===== src/rtl/ram_arbiter.sv =====
// ---------------------------------------------------------------------------
// ram_arbiter
//
// Two-port round-robin arbiter and sequencer in front of a single-port
// ram_mem (registered read: q is valid the cycle after the address is
// presented). Each granted request drives the RAM for exactly one cycle
// (ACCESS). The read result is captured one cycle later (RESP), and the
// requester then gets a one-cycle acknowledge (ACK).
//
// Ports
//   clk                 single clock, rising edge
//   rst                 asynchronous active-high reset
//   req_a / req_b       level requests, held until the matching ack
//   we_a / we_b         1 = write, 0 = read (stable while req is high)
//   addr_a / addr_b     access address (stable while req is high)
//   wdata_a / wdata_b   write data (stable while req is high)
//   ack_a / ack_b       registered one-cycle completion pulse
//   rdata_a / rdata_b   registered read result, held until next read
//   busy                high whenever the sequencer is not idle
//   ram_we, ram_addr,
//   ram_data            drive to ram_mem.we / .addr / .data
//   ram_q               ram_mem.q
// ---------------------------------------------------------------------------
module ram_arbiter #(
    parameter int DATA_WIDTH = 8,
    parameter int ADDR_WIDTH = 6
) (
    input  logic                  clk,
    input  logic                  rst,
    input  logic                  req_a,
    input  logic                  req_b,
    input  logic                  we_a,
    input  logic                  we_b,
    input  logic [ADDR_WIDTH-1:0] addr_a,
    input  logic [ADDR_WIDTH-1:0] addr_b,
    input  logic [DATA_WIDTH-1:0] wdata_a,
    input  logic [DATA_WIDTH-1:0] wdata_b,
    output logic                  ack_a,
    output logic                  ack_b,
    output logic [DATA_WIDTH-1:0] rdata_a,
    output logic [DATA_WIDTH-1:0] rdata_b,
    output logic                  busy,
    output logic                  ram_we,
    output logic [ADDR_WIDTH-1:0] ram_addr,
    output logic [DATA_WIDTH-1:0] ram_data,
    input  logic [DATA_WIDTH-1:0] ram_q
);

    typedef enum logic [1:0] {
        IDLE   = 2'd0,
        ACCESS = 2'd1,
        RESP   = 2'd2,
        ACK    = 2'd3
    } state_t;

    state_t state_reg;
    state_t state_next;

    // sel: port currently owning the RAM (0 = A, 1 = B).
    // last: port that most recently completed; used to break ties.
    logic sel_reg;
    logic sel_next;
    logic last_reg;
    logic last_next;

    // Port-indexed views of the two requesters so the datapath below is
    // written once and selected by sel_reg.
    logic [1:0]            req;
    logic [1:0]            we;
    logic [ADDR_WIDTH-1:0] addr  [2];
    logic [DATA_WIDTH-1:0] wdata [2];

    logic [1:0]            ack_vec;
    logic [DATA_WIDTH-1:0] rdata_vec [2];

    assign req      = {req_b, req_a};
    assign we       = {we_b, we_a};
    assign addr[0]  = addr_a;
    assign addr[1]  = addr_b;
    assign wdata[0] = wdata_a;
    assign wdata[1] = wdata_b;

    // -----------------------------------------------------------------------
    // State register
    // -----------------------------------------------------------------------
    always_ff @(posedge clk or posedge rst) begin
        if (rst) begin
            state_reg <= IDLE;
            sel_reg   <= 1'b0;
            // last = B so that A wins the first simultaneous request.
            last_reg  <= 1'b1;
        end else begin
            state_reg <= state_next;
            sel_reg   <= sel_next;
            last_reg  <= last_next;
        end
    end

    // -----------------------------------------------------------------------
    // Next-state logic
    // -----------------------------------------------------------------------
    always_comb begin
        state_next = state_reg;
        sel_next   = sel_reg;
        last_next  = last_reg;

        unique case (state_reg)
            IDLE: begin
                if (req[0] && req[1]) begin
                    // Tie: the port that was not served last goes first.
                    sel_next   = ~last_reg;
                    state_next = ACCESS;
                end else if (req[0]) begin
                    sel_next   = 1'b0;
                    state_next = ACCESS;
                end else if (req[1]) begin
                    sel_next   = 1'b1;
                    state_next = ACCESS;
                end
            end

            ACCESS: begin
                state_next = RESP;
            end

            RESP: begin
                last_next  = sel_reg;
                state_next = ACK;
            end

            ACK: begin
                // The port being acked still has req high this cycle, so
                // only the other port may be granted directly from here.
                if (req[~sel_reg]) begin
                    sel_next   = ~sel_reg;
                    state_next = ACCESS;
                end else begin
                    state_next = IDLE;
                end
            end

            default: begin
                state_next = IDLE;
            end
        endcase
    end

    // -----------------------------------------------------------------------
    // RAM drive. Only ACCESS may write; address and data simply follow the
    // selected port so the RAM's registered read sees a stable address.
    // Decoded from the state register so reset kills ram_we at once.
    // -----------------------------------------------------------------------
    assign busy     = (state_reg != IDLE);
    assign ram_we   = (state_reg == ACCESS) && we[sel_reg];
    assign ram_addr = addr[sel_reg];
    assign ram_data = wdata[sel_reg];

    // -----------------------------------------------------------------------
    // Per-port completion: ack pulse and read-data capture on RESP exit.
    // -----------------------------------------------------------------------
    generate
        for (genvar gi = 0; gi < 2; gi++) begin : g_port
            logic                  done;
            logic                  ack_reg;
            logic [DATA_WIDTH-1:0] rdata_reg;

            assign done = (state_reg == RESP) && (sel_reg == gi[0]);

            always_ff @(posedge clk or posedge rst) begin
                if (rst) begin
                    ack_reg   <= 1'b0;
                    rdata_reg <= '0;
                end else begin
                    ack_reg <= done;
                    // Writes leave the previous read result untouched.
                    if (done && !we[gi]) begin
                        rdata_reg <= ram_q;
                    end
                end
            end

            assign ack_vec[gi]   = ack_reg;
            assign rdata_vec[gi] = rdata_reg;
        end
    endgenerate

    assign ack_a   = ack_vec[0];
    assign ack_b   = ack_vec[1];
    assign rdata_a = rdata_vec[0];
    assign rdata_b = rdata_vec[1];

endmodule


===== config.mk =====
export PLATFORM = sky130hd
export DESIGN_NAME = ram_arbiter
export DESIGN_NICKNAME = d
export VERILOG_FILES = /design/src/rtl/ram_arbiter.sv
export SDC_FILE = /design/constraint.sdc
export NUM_CORES = 1
export LEC_CHECK = 0
export CAP_MARGIN = 10
export CORE_UTILIZATION = 33
export CTS_CLUSTER_DIAMETER = 60
export CTS_CLUSTER_SIZE = 10
export DETAILED_ROUTE_END_ITERATION = 8
export GPL_TIMING_DRIVEN = 0
export HOLD_SLACK_MARGIN = 0.12
export PLACE_DENSITY = 0.72
export SYNTH_ARGS = -nofsm -noshare
export SYNTH_HDL_FRONTEND = slang
export SYNTH_SLANG_ARGS = --single-unit

===== constraint.sdc =====
create_clock -name clk -period 1.6 [get_ports clk]
set_input_delay 0.16 -clock clk [delete_from_list [all_inputs] [get_ports clk]]
set_output_delay 0.16 -clock clk [all_outputs]
set_load 0.03 [all_outputs]

# Word level (Yosys, flattened, before mapping)
# Index checks and enable logic that the tools add are counted.
[classes] muxes=20 eq_ne=5 reduce_logical=12 n_bitwise=3 magnitude_cmp=3
[op_table] cell="8-bit 2-to-1 mux" n=3
[op_table] cell="6-bit 2-to-1 mux" n=3
[op_table] cell="1-bit 2-to-1 mux" n=9
[op_table] cell="2-bit case mux with 4 select lines" n=1
[op_table] cell="1-bit logical AND" n=6
[op_table] cell="2-bit 2-to-1 mux" n=3
[op_table] cell="2-bit equality test (second input constant)" n=2
[op_table] cell="1-bit by 2-bit less-than comparator with 1-bit output (second input constant)" n=2
[op_table] cell="4-bit inequality test (second input constant)" n=1
[op_table] cell="2-bit nonzero test" n=2
[op_table] cell="3-bit AND reduction" n=1
[op_table] cell="2-bit by 1-bit equality test with 1-bit output (second input constant)" n=1
[op_table] cell="2-bit greater-or-equal comparator (second input constant)" n=1
[op_table] cell="1-bit logical NOT" n=2
[op_table] cell="2-bit logical NOT" n=1
[op_table] cell="2-bit inequality test (second input constant)" n=1
[op_table] cell="1-bit inverter" n=2
[op_table] cell="1-bit inverter with 2-bit output" n=1
[op_table] cell="1-bit case mux with 2 select lines" n=1
[word_totals] elab_cells=50 inputBits=42 out_inout_bits=34 regBits=22

# Longest topological paths before layout
[depth] depth_word=5 mapped_depth=6 ltp_nobuf=5

# Least setup slack after synthesis
# Ideal clock, no wire load.
[synth_path] path_type="reg2reg" from="register state_reg[0]" to="register g_port[0].rdata_reg[0], in the netlist rdata_a[0]" path_slack_ns=0.080 setup_time_ns=0.125 n_path_buf=1 path_stages_with_launch=7 arrival_ns=1.395 t_required_ns=1.475 period_less_slack_ns=1.520 cell_sequence="dfrtp_1 -> inv_1 -> ha_1 -> nor2b_2 -> nor2b_4 -> buf_6 -> mux2_4"
[synth_between] elab_chain_len=3
[synth_rtl] item="start: declaration" line_no="56" text="state_t state_reg;"
[synth_rtl] item="start signal: assignment" line_no="93" text="state_reg <= state_next;"
[synth_rtl] item="2-bit equality test" line_no="167" text="assign done = (state_reg == RESP) && (sel_reg == gi[0]);"
[synth_rtl] item="1-bit logical AND" line_no="167"
[synth_rtl] item="named net g_port[0].done" line_no="163" text="logic done;"
[synth_rtl] item="1-bit logical AND" line_no="176" text="if (done && !we[gi]) begin"
[synth_rtl] item="end signal: assignment" line_no="177" text="rdata_reg <= ram_q;"
[synth_rtl] item="end: declaration" line_no="165" text="logic [DATA_WIDTH-1:0] rdata_reg;"
# The timed path passes the listed nets, and every way through them passes these cells.
# A chain may end at the register's enable or synchronous reset.

# Worst setup path after layout
[layout_path] from="register sel_reg" to="output port ram_addr[4]"
[layout_between] elab_chain_len=4
[layout_rtl] item="start: declaration" line_no="61" text="logic sel_reg;"
[layout_rtl] item="start signal: assignment" line_no="94" text="sel_reg <= sel_next;"
[layout_rtl] item="1-bit inverter with 2-bit output (implied by the code)" line_no="155" text="assign ram_addr = addr[sel_reg];"
[layout_rtl] item="6-bit 2-to-1 mux (implied by the code) (3 in a row)" line_no="155"
[layout_rtl] item="end: declaration" line_no="44" text="output logic [ADDR_WIDTH-1:0] ram_addr,"
# No other way between the ends. The select of a mux whose other input is x is not followed.

==> results.py <==
metrics = {
    "outcome": {
        "status": "finished clean",
    },
    "floorplanning": {
        "fp.dieW_um": 63.1,
        "core_area_mm2": 0.00344,
        "fp-row-count": 21,
        "initial_utilization": 0.357,
        "dieArea_mm2": 0.00398,
        "num_io_pins": 76,
        "die_h_um": 63.1,
    },
    "placed_design": {
        "place_congestion": 0.675,
        "hpwl_um": 2380,
        "pre_cts_slack_ns": -0.275,
        "io_buffers": 75,
    },
    "finish": {
        "fillers": 277,
        "final_nets": 219,
        "most-common-layout-cells": "clkdlybuf4s50_1, dfrtp_1, mux2_4",
        "final_common_cell": "clkdlybuf4s50_1",
        "diodes": 0,
        "synthToLayoutAreaGrowth_pct": 74.6,
        "layout-drive-gt1-share": 0.409,
    },
    "critical_path": {
        "required_ns": 1.44,
        "crit_fanout": 6,
        "critPathLaunchType": "register",
        "end_kind": "output pin",
        "arrival_ns": 1.42,
        "worst-setup-path-type": "register to output pin",
    },
    "pwr": {
        "p_leak_nw": 0.963,
        "internal-power_w": 0.00243,
        "p_sw_w": 0.00166,
        "combPwrFrac": 0.671,
        "p_clk_frac": 0.083,
        "seqPwrFrac": 0.246,
        "switching_share": 0.406,
        "cellPowerDensity_mw_per_mm2": 1910,
        "ir_drop_v": 0.000700,
    },
    "grt": {
        "grt_use_total": 0.151,
        "grt_pass1_vias": 1018,
        "antenna_found_initial": 0,
        "grt-ovfl-total": 0,
        "grt_max_degree": 23,
        "grt_pass1_wl_um": 4730,
    },
    "logic_synthesis": {
        "synth_area_mm2": 0.00123,
        "synth_top_cell_by_area": "dfrtp_1",
        "ys_ff_latch": 22,
        "syn_avg_cell_area_um2": 14.1,
        "yosys_warnings": 0,
        "async_reset_ff_frac": 1.00,
        "syn_inst": 87,
        "synth_edf_count": 0,
        "synth_ff_type": "dfrtp_1",
        "syn-num-nets": 134,
        "yosysSeqAreaShare": 0.449,
        "ys_top_cells_by_area": "dfrtp_1, mux2_4, mux2_2",
        "synthDistinctLibCells": 22,
        "synth_top_area_frac": 0.427,
    },
    "sta": {
        "post-route-period-util": 0.990,
        "rsz0062_at_grt": "true",
        "period_needed_ns": 1.58,
        "fmax_mhz": 631,
        "skew_ns": 0.00627,
        "hold_viol_final": 0,
        "finalMaxSlewViolations": 0,
        "worst_slack_ns": 0.0159,
        "relSlewSlack": 0.469,
        "whs_ns": 0.360,
        "tightestPinTransition_ns": 0.795,
        "finalSetupViolCount": 0,
    },
    "detailed_routing": {
        "firstDrtPassIters": 4,
        "drc": 0,
        "ant_nets": 0,
        "wirelength_um": 3090,
        "num_vias": 1013,
        "drt_iter0_markers": 34,
        "avgViaCountPerCell": 4.67,
        "detail_route.wl_per_cell_um": 14.2,
    },
    "clocking": {
        "cts.clk_slew.worst_paths_ns": 0.08,
        "cts_hold_buffers": 0,
        "root_buffer": "clkbuf_8",
        "htreeDepth": 1,
        "cts_buffers": 3,
        "clk_latency_ns": 0.26,
        "clock-sinks": 22,
        "clk_path_buf_depth": 2,
        "cts_tree": "done",
    },
    "job": {
        "max_cap_violations": 0,
    },
    "hold_path": {
        "worstHoldPathType": "primary input to asynchronous set/reset pin",
    },
}
[logic make-up (layout without fill, tap and decap cells)]
family          Yosys count  in the layout  synth area share
mux                      34             34             0.359
flops                    22             22             0.449
simple gates             11             11            0.0600
buf+inv                   9             93            0.0458
compound gates            6              6            0.0356
fa+ha+maj                 5              5            0.0509
[path summary, 6_finish.rpt]
path	startpoint	cells past startpoint	slack (ns)	end
worst max-delay path	sel_reg	4	0.02	ram_addr[4]
min in group clk	rdata_a[2]	1	0.51	rdata_a[2]
worst min-delay path	rst	2	0.36	state_reg[1]
worst max register to register	state_reg[1]	5	0.08	state_reg[0]
max in group asynchronous	rst	2	0.70	state_reg[1]
worst min register to register	rdata_a[2]	1	0.51	rdata_a[2]
[final cells by class]
class                      instances  area (µm²)  area share
inverter                           5        18.8     0.00874
sequential                        22         553       0.258
timing repair buffer              80         763       0.355
multi-input combinational         56         657       0.306
clock buffer                       4        45.0      0.0210
tap                               46        57.6      0.0268
buffer                             4        52.6      0.0245
[per-layer routing]
layer,wire [µm],global-route usage
met3,169,0.0290
met2,1630,0.285
met1,1290,0.178
met4,0,0.0174
met5,0,0
[worst max-delay path, cell delays in order (launching register included)]
cell and delay (ns):
dfrtp_1 0.39, buf_6 0.16, buf_8 0.12, mux2_2 0.33
buf_2 0.18
[per-stage QoR]
| step | instances | setup TNS, ns | utilization | cell area [µm²] | total power (W) |
|---|---|---|---|---|---|
| after floorplan | 87 | 0 | - | 1230 | 0.00263 |
| after global placement | 208 | -2.56 | 0.592 | 2040 | 0.00353 |
| after detailed placement | 208 | -3.30 | 0.592 | 2040 | 0.00359 |
| after CTS | 215 | 0 | 0.610 | 2100 | 0.00397 |
| after global routing | 217 | -0.0882 | 0.624 | 2150 | 0.00434 |
| final | 217 | 0 | 0.624 | 2150 | 0.00410 |
[synth_stat cells, types with 2 or more instances]
library cell and number:
buf_6 2, mux2_4 16, buf_4 2, inv_1 5
ha_1 5, nand2_1 3, dfrtp_1 21, a21oi_1 3
nor2b_1 2, mux2_2 16
[power groups by stage]
stage	Sequential, W	Combinational (W)	Clock, W
after detailed placement	0.00102	0.00257	0
after floorplan	0.00144	0.00119	0
after global placement	0.00100	0.00253	0
after CTS	0.000998	0.00262	0.000350
after global routing	0.00104	0.00292	0.000377
final	0.00101	0.00275	0.000341
[repair_timing]
| action | in CTS | in global routing |
|---|---|---|
| endpoints found under the setup margin | 32 | 26 |
| resized for setup | 67 | 44 |
| setup buffers | 3 | 0 |
| cloned | 0 | 2 |
(Power assumes the default switching activity.)
